File: config.mk
export PLATFORM = sky130hd
export DESIGN_NAME = usb_rw_sequencer
export DESIGN_NICKNAME = d
export VERILOG_FILES = /design/src/rtl/usb_rw_sequencer.sv
export SDC_FILE = /design/constraint.sdc
export NUM_CORES = 1
export LEC_CHECK = 0
export CORE_ASPECT_RATIO = 0.8
export CORE_MARGIN = 5
export CORE_UTILIZATION = 30
export CTS_CLUSTER_DIAMETER = 60
export CTS_CLUSTER_SIZE = 16
export DETAILED_ROUTE_END_ITERATION = 7
export GPL_ROUTABILITY_DRIVEN = 1
export PLACE_DENSITY = 0.62
export SYNTH_ARGS = -nofsm -noshare
export SYNTH_HDL_FRONTEND = slang
export SYNTH_SLANG_ARGS = --single-unit
export TNS_END_PERCENT = 50
File: constraint.sdc
create_clock -name clk -period 1.8 [get_ports clk]
set_input_delay 0.36 -clock clk [delete_from_list [all_inputs] [get_ports clk]]
set_output_delay 0.36 -clock clk [all_outputs]
set_load 0.05 [all_outputs]
File: src/rtl/usb_rw_sequencer.sv
// Read/write access sequencer for the AXI-USB slave address mux.
// Arbitrates AXI reads against the write FIFO head, runs one UHCI register access at a
// time, and aborts accesses that see no decoder ack within TIMEOUT busy cycles.
module usb_rw_sequencer #(
    parameter int unsigned ADDR_W  = 32,
    parameter int unsigned DATA_W  = 32,
    parameter int unsigned TIMEOUT = 16
) (
    input  logic              clk,
    input  logic              rst,
    input  logic              rd_req,
    input  logic [ADDR_W-1:0] rd_addr,
    output logic              rd_gnt,
    output logic              rd_valid,
    output logic [DATA_W-1:0] rd_data,
    output logic              rd_err,
    input  logic              wr_empty,
    input  logic [ADDR_W-1:0] wr_addr,
    input  logic [DATA_W-1:0] wr_data,
    output logic              wr_pop,
    output logic              wr_done,
    output logic              wr_err,
    output logic [1:0]        Read_en,
    output logic [ADDR_W-1:0] R_address,
    output logic [ADDR_W-1:0] W_address,
    output logic [DATA_W-1:0] dec_wdata,
    input  logic              dec_ack,
    input  logic [DATA_W-1:0] dec_rdata
);

    typedef enum logic [1:0] {
        StIdle,
        StRd,
        StWr
    } state_e;

    // Watchdog value seen in the last permitted busy cycle.
    localparam logic [7:0] WdLast = 8'(TIMEOUT - 1);

    state_e     state_q, state_d;
    logic       prio_wr_q;  // 0: read wins a tie, 1: write wins a tie
    logic [7:0] wd_q;
    logic       wr_pending;
    logic       wd_expired;
    logic       rd_fin;
    logic       wr_fin;

    assign wr_pending = !wr_empty;
    assign wd_expired = (wd_q == WdLast);

    // Arbitration, grant/pop pulses and completion detection.
    always_comb begin
        state_d = state_q;
        rd_gnt  = 1'b0;
        wr_pop  = 1'b0;
        rd_fin  = 1'b0;
        wr_fin  = 1'b0;
        unique case (state_q)
            StIdle: begin
                if (rd_req && (!wr_pending || !prio_wr_q)) begin
                    rd_gnt  = 1'b1;
                    state_d = StRd;
                end else if (wr_pending) begin
                    wr_pop  = 1'b1;
                    state_d = StWr;
                end
            end
            StRd: begin
                if (dec_ack || wd_expired) begin
                    rd_fin  = 1'b1;
                    state_d = StIdle;
                end
            end
            StWr: begin
                if (dec_ack || wd_expired) begin
                    wr_fin  = 1'b1;
                    state_d = StIdle;
                end
            end
            default: state_d = StIdle;
        endcase
        // Reset must not leak a grant or a pop to the requesters.
        if (rst) begin
            rd_gnt = 1'b0;
            wr_pop = 1'b0;
            rd_fin = 1'b0;
            wr_fin = 1'b0;
        end
    end

    // State, priority, watchdog and all registered outputs.
    always_ff @(posedge clk) begin
        if (rst) begin
            state_q   <= StIdle;
            prio_wr_q <= 1'b0;
            wd_q      <= '0;
            rd_valid  <= 1'b0;
            rd_data   <= '0;
            rd_err    <= 1'b0;
            wr_done   <= 1'b0;
            wr_err    <= 1'b0;
            Read_en   <= 2'b00;
            R_address <= '0;
            W_address <= '0;
            dec_wdata <= '0;
        end else begin
            state_q  <= state_d;
            rd_valid <= rd_fin;
            wr_done  <= wr_fin;
            unique case (state_d)
                StRd:    Read_en <= 2'b01;
                StWr:    Read_en <= 2'b10;
                default: Read_en <= 2'b00;
            endcase
            // Zero while idle, so it starts from 0 on the first busy cycle.
            if (state_q == StIdle) begin
                wd_q <= '0;
            end else begin
                wd_q <= wd_q + 8'd1;
            end
            if (rd_gnt) begin
                R_address <= rd_addr;
                prio_wr_q <= 1'b1;
            end
            if (wr_pop) begin
                W_address <= wr_addr;
                dec_wdata <= wr_data;
                prio_wr_q <= 1'b0;
            end
            // An ack coincident with the watchdog expiry still completes normally.
            if (rd_fin) begin
                rd_data <= dec_ack ? dec_rdata : '0;
                rd_err  <= !dec_ack;
            end
            if (wr_fin) begin
                wr_err <= !dec_ack;
            end
        end
    end

endmodule
-- After elaboration in Yosys (flattened, before gate mapping)
Cells that the tools add are included.
- add/sub/neg operators: 1
- equal/unequal tests: 5
- muxes and demuxes: 18
- reductions and logical operators: 9
- operators by type and width (operator ; number):
    2-to-1 mux 32 bit ; 1
    2-to-1 mux 1 bit ; 12
    adder 8 x 1 -> 8 bit (second input constant) ; 1
    equality test 8 x 4 -> 1 bit (second input constant) ; 1
    case mux 2 bit (2 select lines) ; 2
    2-to-1 mux 2 bit ; 3
    OR reduction 2 bit ; 3
    equality test 2 x 1 -> 1 bit (second input constant) ; 2
    equality test 2 bit (second input constant) ; 2
    logical NOT 1 bit ; 2
    logical NOT 2 bit ; 1
    logical OR 1 bit ; 2
    logical AND 1 bit ; 1
- flip-flop bits (word level): 145
- input port bits: 133
- output and inout port bits: 136
- word-level logic and storage cells: 45

-- Depth between registers and ports, before layout
- depth after elaboration: 7
- mapped depth: 7
- mapped depth without buffers: 6

-- Worst setup path after synthesis
Ideal clock, no wire load.
- path kind: register -> output
- from: register state_q[0]
- to: output port wr_pop
- data arrival time: 1.879 ns
- required time: 1.440 ns
- slack: -0.439 ns
- cell stages (with the launch flop): 6
- path buffers: 1
- cells stage by stage: dfxtp_1 > inv_1 > ha_1 > or3b_1 > clkbuf_1 > nor2_1
- cells in the longest elaborated chain, start to end: 3
- RTL lines (item ; RTL line ; text):
    start: declaration ; 40 ; state_e state_q, state_d;
    start signal: assignment ; 94 ; state_q <= StIdle;
    start signal: assignment ; 107 ; state_q <= state_d;
    logical NOT 2 bit ; 58 ; unique case (state_q)
    2-to-1 mux 1 bit ; 58 ;
    2-to-1 mux 1 bit ; 83 ; if (rst) begin
    end: declaration ; 20 ; output logic wr_pop,
Every way passes these cells.

-- Worst setup path in the final report
- from: input port rd_req
- to: output port wr_pop
- cells in the longest elaborated chain, start to end: 4
- RTL lines (item ; RTL line ; text):
    start: declaration ; 11 ; input logic rd_req,
    logical AND 1 bit ; 60 ; if (rd_req && (!wr_pending || !prio_wr_q)) begin
    2-to-1 mux 1 bit ; 60 ;
    2-to-1 mux 1 bit ; 58 ;
    2-to-1 mux 1 bit ; 83 ;
Every way passes these cells.

==> impl_results.md <==
* Status: complete, but fails checks
* Failing checks: setup timing
* Final Wtd Congestion at around 0.84
* Mean Syn Cell Area at 9.00 µm²
* Core Area at 0.0167 mm²
* FP Rows at 42
* Final setup viols at 2
* PortBufs at around 270
* P_int at roughly 6.3 mW
* Nets at 981
* RSZ-0062 raised after global routing: yes
* Most frequent cells in the layout: 194 x nand2_1, 159 x buf_4, 143 x dfxtp_1
* Clk_skew at 0.0113 ns
* Synth Register Bits at between 100 and 150
* Worst IR Drop VDD at between 0.5 and 0.6 mV
* Max Root-Sink Buffers at 2
* Post-Syn Nets at 706
* Crit Path Category: input pin to primary output
* Number of global-route vias before repair at ~5,000
* Multi-input logic area at 0.00196 mm²
* Tot GR Track Use at 16.6%
* CTS sink cnt at 145
* Crit end category: primary output
* Worst Reg2Reg Path Length in Cells at 6
* Layout cells sized above 1 at about a quarter
* Min Tclk post-route at 1.99 ns
* Worst hold path depth at 2
* Reg-to-Reg End: dec_wdata[27]$_SDFFE_PP0P_
* Power Dens Cells at 1090 mW/mm²
* Die Height at around 130 µm
* Post-synthesis sequential area ratio at 56.8%
* Post-synth cell types at 39
* Antenna Violating Nets Remaining at 0
* Sw frac at 31.0%
* CP startpoint kind: input pin
* CTS tree: yes
* Worst Path Required at 1.44 ns
* Clock network fraction of total power at 36.6%
* EDFF count, synth at 0
* TritonCTS buffer count at 17
* Slew Viols, Final at 0
* Critical path fanouts, max at 2
* Post-Route Setup TNS at -0.261 ns
* Worst Tran Pin Value at 0.645 ns
* Total wire length at 16,800 µm
* # IOs at 269
* Reg area at 0.00291 mm²
* Via density per instance at 4.57
* Lkg Pwr at 3.48 nW
* Die width at 156 µm
* Pwr Total at 9.10 mW
* HP Class: input pin to flop
* Initial DRC Count at 240
* Worst reg2reg setup slack at ~0.08 ns
* Die ar. at 0.0198 mm²
* Final WS setup at -0.187 ns
* Max Cap Viol at 0
* Commonest non-fill, non-tap cell in the layout: nand2_1
* Largest net degree at the start of global routing at 65
* Ant. Diodes at 0
* H-tree depth at 4
* Period utilisation layout at 110%
* Vias at 4,913
* WL/cell at 15.6 µm
* Min-delay src: rst
* Dpl ws at -0.414 ns
* CP Data Arrival Time at 1.63 ns
* Comb pwr share at 24.3%
* Synth async-reset ratio at 0%
* Drt drc at 0
* Max frequency at 503 MHz
* Insertion delay to the later sink of the worst-skew pair at 0.42 ns
* Initial antenna violation count at 0
* Grt ovf at 0
* Synthesized area at 0.00511 mm²
* Most used DFF post-synth: dfxtp_1
* Reg-to-reg startpoint: state_q[1]$_SDFF_PP0_
* Hold Path Sink: state_q[0]$_SDFF_PP0_
* Ys Warns at 0
* 1st-pass router iterations at 4
* Gate Count Post-Synth at approximately 570
* Clock Tree Root: clkbuf_16
* Worst slew margin at 57.0%
* Final core utilization at between 50% and 60%
* Filler cells at 1,538
* Syn-to-layout area delta at 63.2%
* Starting density of the core at 30.7%
* Fin. Hold Viols at 0
* Sequential Power Share at 39.1%
* Psw at 2.82 mW
* First-pass GRT wire length at 26,200 µm
* Cts hold-fix bufs at 0
* CTS clk-pin slew, worst paths at around 0.050 ns
* Dpl hpwl at 12,600 µm
[critical path, cell delays in order]
cell             delay, ns
clkdlybuf4s50_1       0.42
and2b_1               0.18
or3b_4                0.39
nor2_4                0.13
buf_12                0.15
[synth_stat cells, types with 3 or more instances]
master    count  area (µm²)
nor2_1       10        37.5
clkbuf_1     19        71.3
dfxtp_1     145        2900
buf_6        10         113
ha_1          5        62.6
nand2_1     194         728
a211oi_1      3        22.5
nor3b_1       3        22.5
a22o_1       32         280
xnor2_1       3        26.3
buf_4         6        45.0
a21oi_1      99         495
inv_1         6        22.5
[area by class of cell]
class | count | area share (%)
Multi-Input combinational cell | 376 | 23.5
Inverter | 6 | 0.270
Timing Repair Buffer | 297 | 31.5
Clock inverter | 9 | 0.975
Clock buffer | 22 | 5.68
Tap cell | 220 | 3.30
Sequential cell | 145 | 34.8
[routing by layer]
| metal | GRT usage (%) | share of wire [%] | up-vias |
|---|---|---|---|
| li1 | - | - | 2444 |
| met1 | 19.7 | 42 | 2214 |
| met2 | 25.7 | 44 | 227 |
| met3 | 8.41 | 12 | 28 |
| met4 | 6.18 | 2.0 | 0 |
| met5 | 0 | 0 | - |
[flip-flops by register name, indices dropped and copies added (netlist names)]
| register | flops |
|---|---|
| rd_valid | 1 |
| prio_wr_q | 1 |
| R_address | 32 |
| state_q | 2 |
| wr_done | 1 |
| rd_data | 32 |
| Read_en | 2 |
| W_address | 32 |
| wr_err | 1 |
| wd_q | 8 |
| rd_err | 1 |
| dec_wdata | 32 |
[kinds of logic after synthesis]
| logic type | share of synthesized area, % |
|---|---|
| and+or+nand+nor | 17.6 |
| AOI/OAI and AO/OA | 17.7 |
| DFF | 56.8 |
| buffers and inverters | 5.82 |
| xor gates and xnor gates | 0.857 |
| adders and majority gates | 1.22 |
[how the worst max path moves through the flow]
stage,cells after the start,endpoint,start
2_1_floorplan,5,wr_pop,state_q[1]$_SDFF_PP0_
3_3_place_gp,6,dec_wdata[20]$_SDFFE_PP0P_,rd_req
3_5_place_dp,6,dec_wdata[27]$_SDFFE_PP0P_,rd_req
4_1_cts,5,wr_pop,state_q[0]$_SDFF_PP0_
5_1_grt,5,wr_pop,state_q[1]$_SDFF_PP0_
6_report,5,wr_pop,rd_req
[power groups by stage]
| stage | Sequential [mW] | Combinational (mW) | Clock [mW] |
|---|---|---|---|
| 2_1_floorplan | 4.35 | 0.600 | 0 |
| 3_3_place_gp | 3.62 | 2.16 | 0 |
| 3_5_place_dp | 3.63 | 2.18 | 0 |
| 4_1_cts | 3.56 | 2.23 | 3.45 |
| 5_1_grt | 3.59 | 2.37 | 3.59 |
| 6_report | 3.56 | 2.21 | 3.33 |
[per-stage QoR]
step | hold slack, ns | instance area (µm²) | cells
2_1_floorplan | 0.418 | 5140 | 568
3_3_place_gp | 0.431 | 7720 | 1038
3_5_place_dp | 0.447 | 7720 | 1038
4_1_cts | 0.255 | 8330 | 1074
5_1_grt | 0.285 | 8340 | 1075
6_report | 0.294 | 8340 | 1075
[repair_timing]
item | in CTS | in global routing
setup buffers | 5 | 2
setup endpoints to repair | 43 | 34
pin swaps | 3 | 1
gates resized for setup | 9 | 2
No activity file was read; power rests on OpenSTA's default activity.
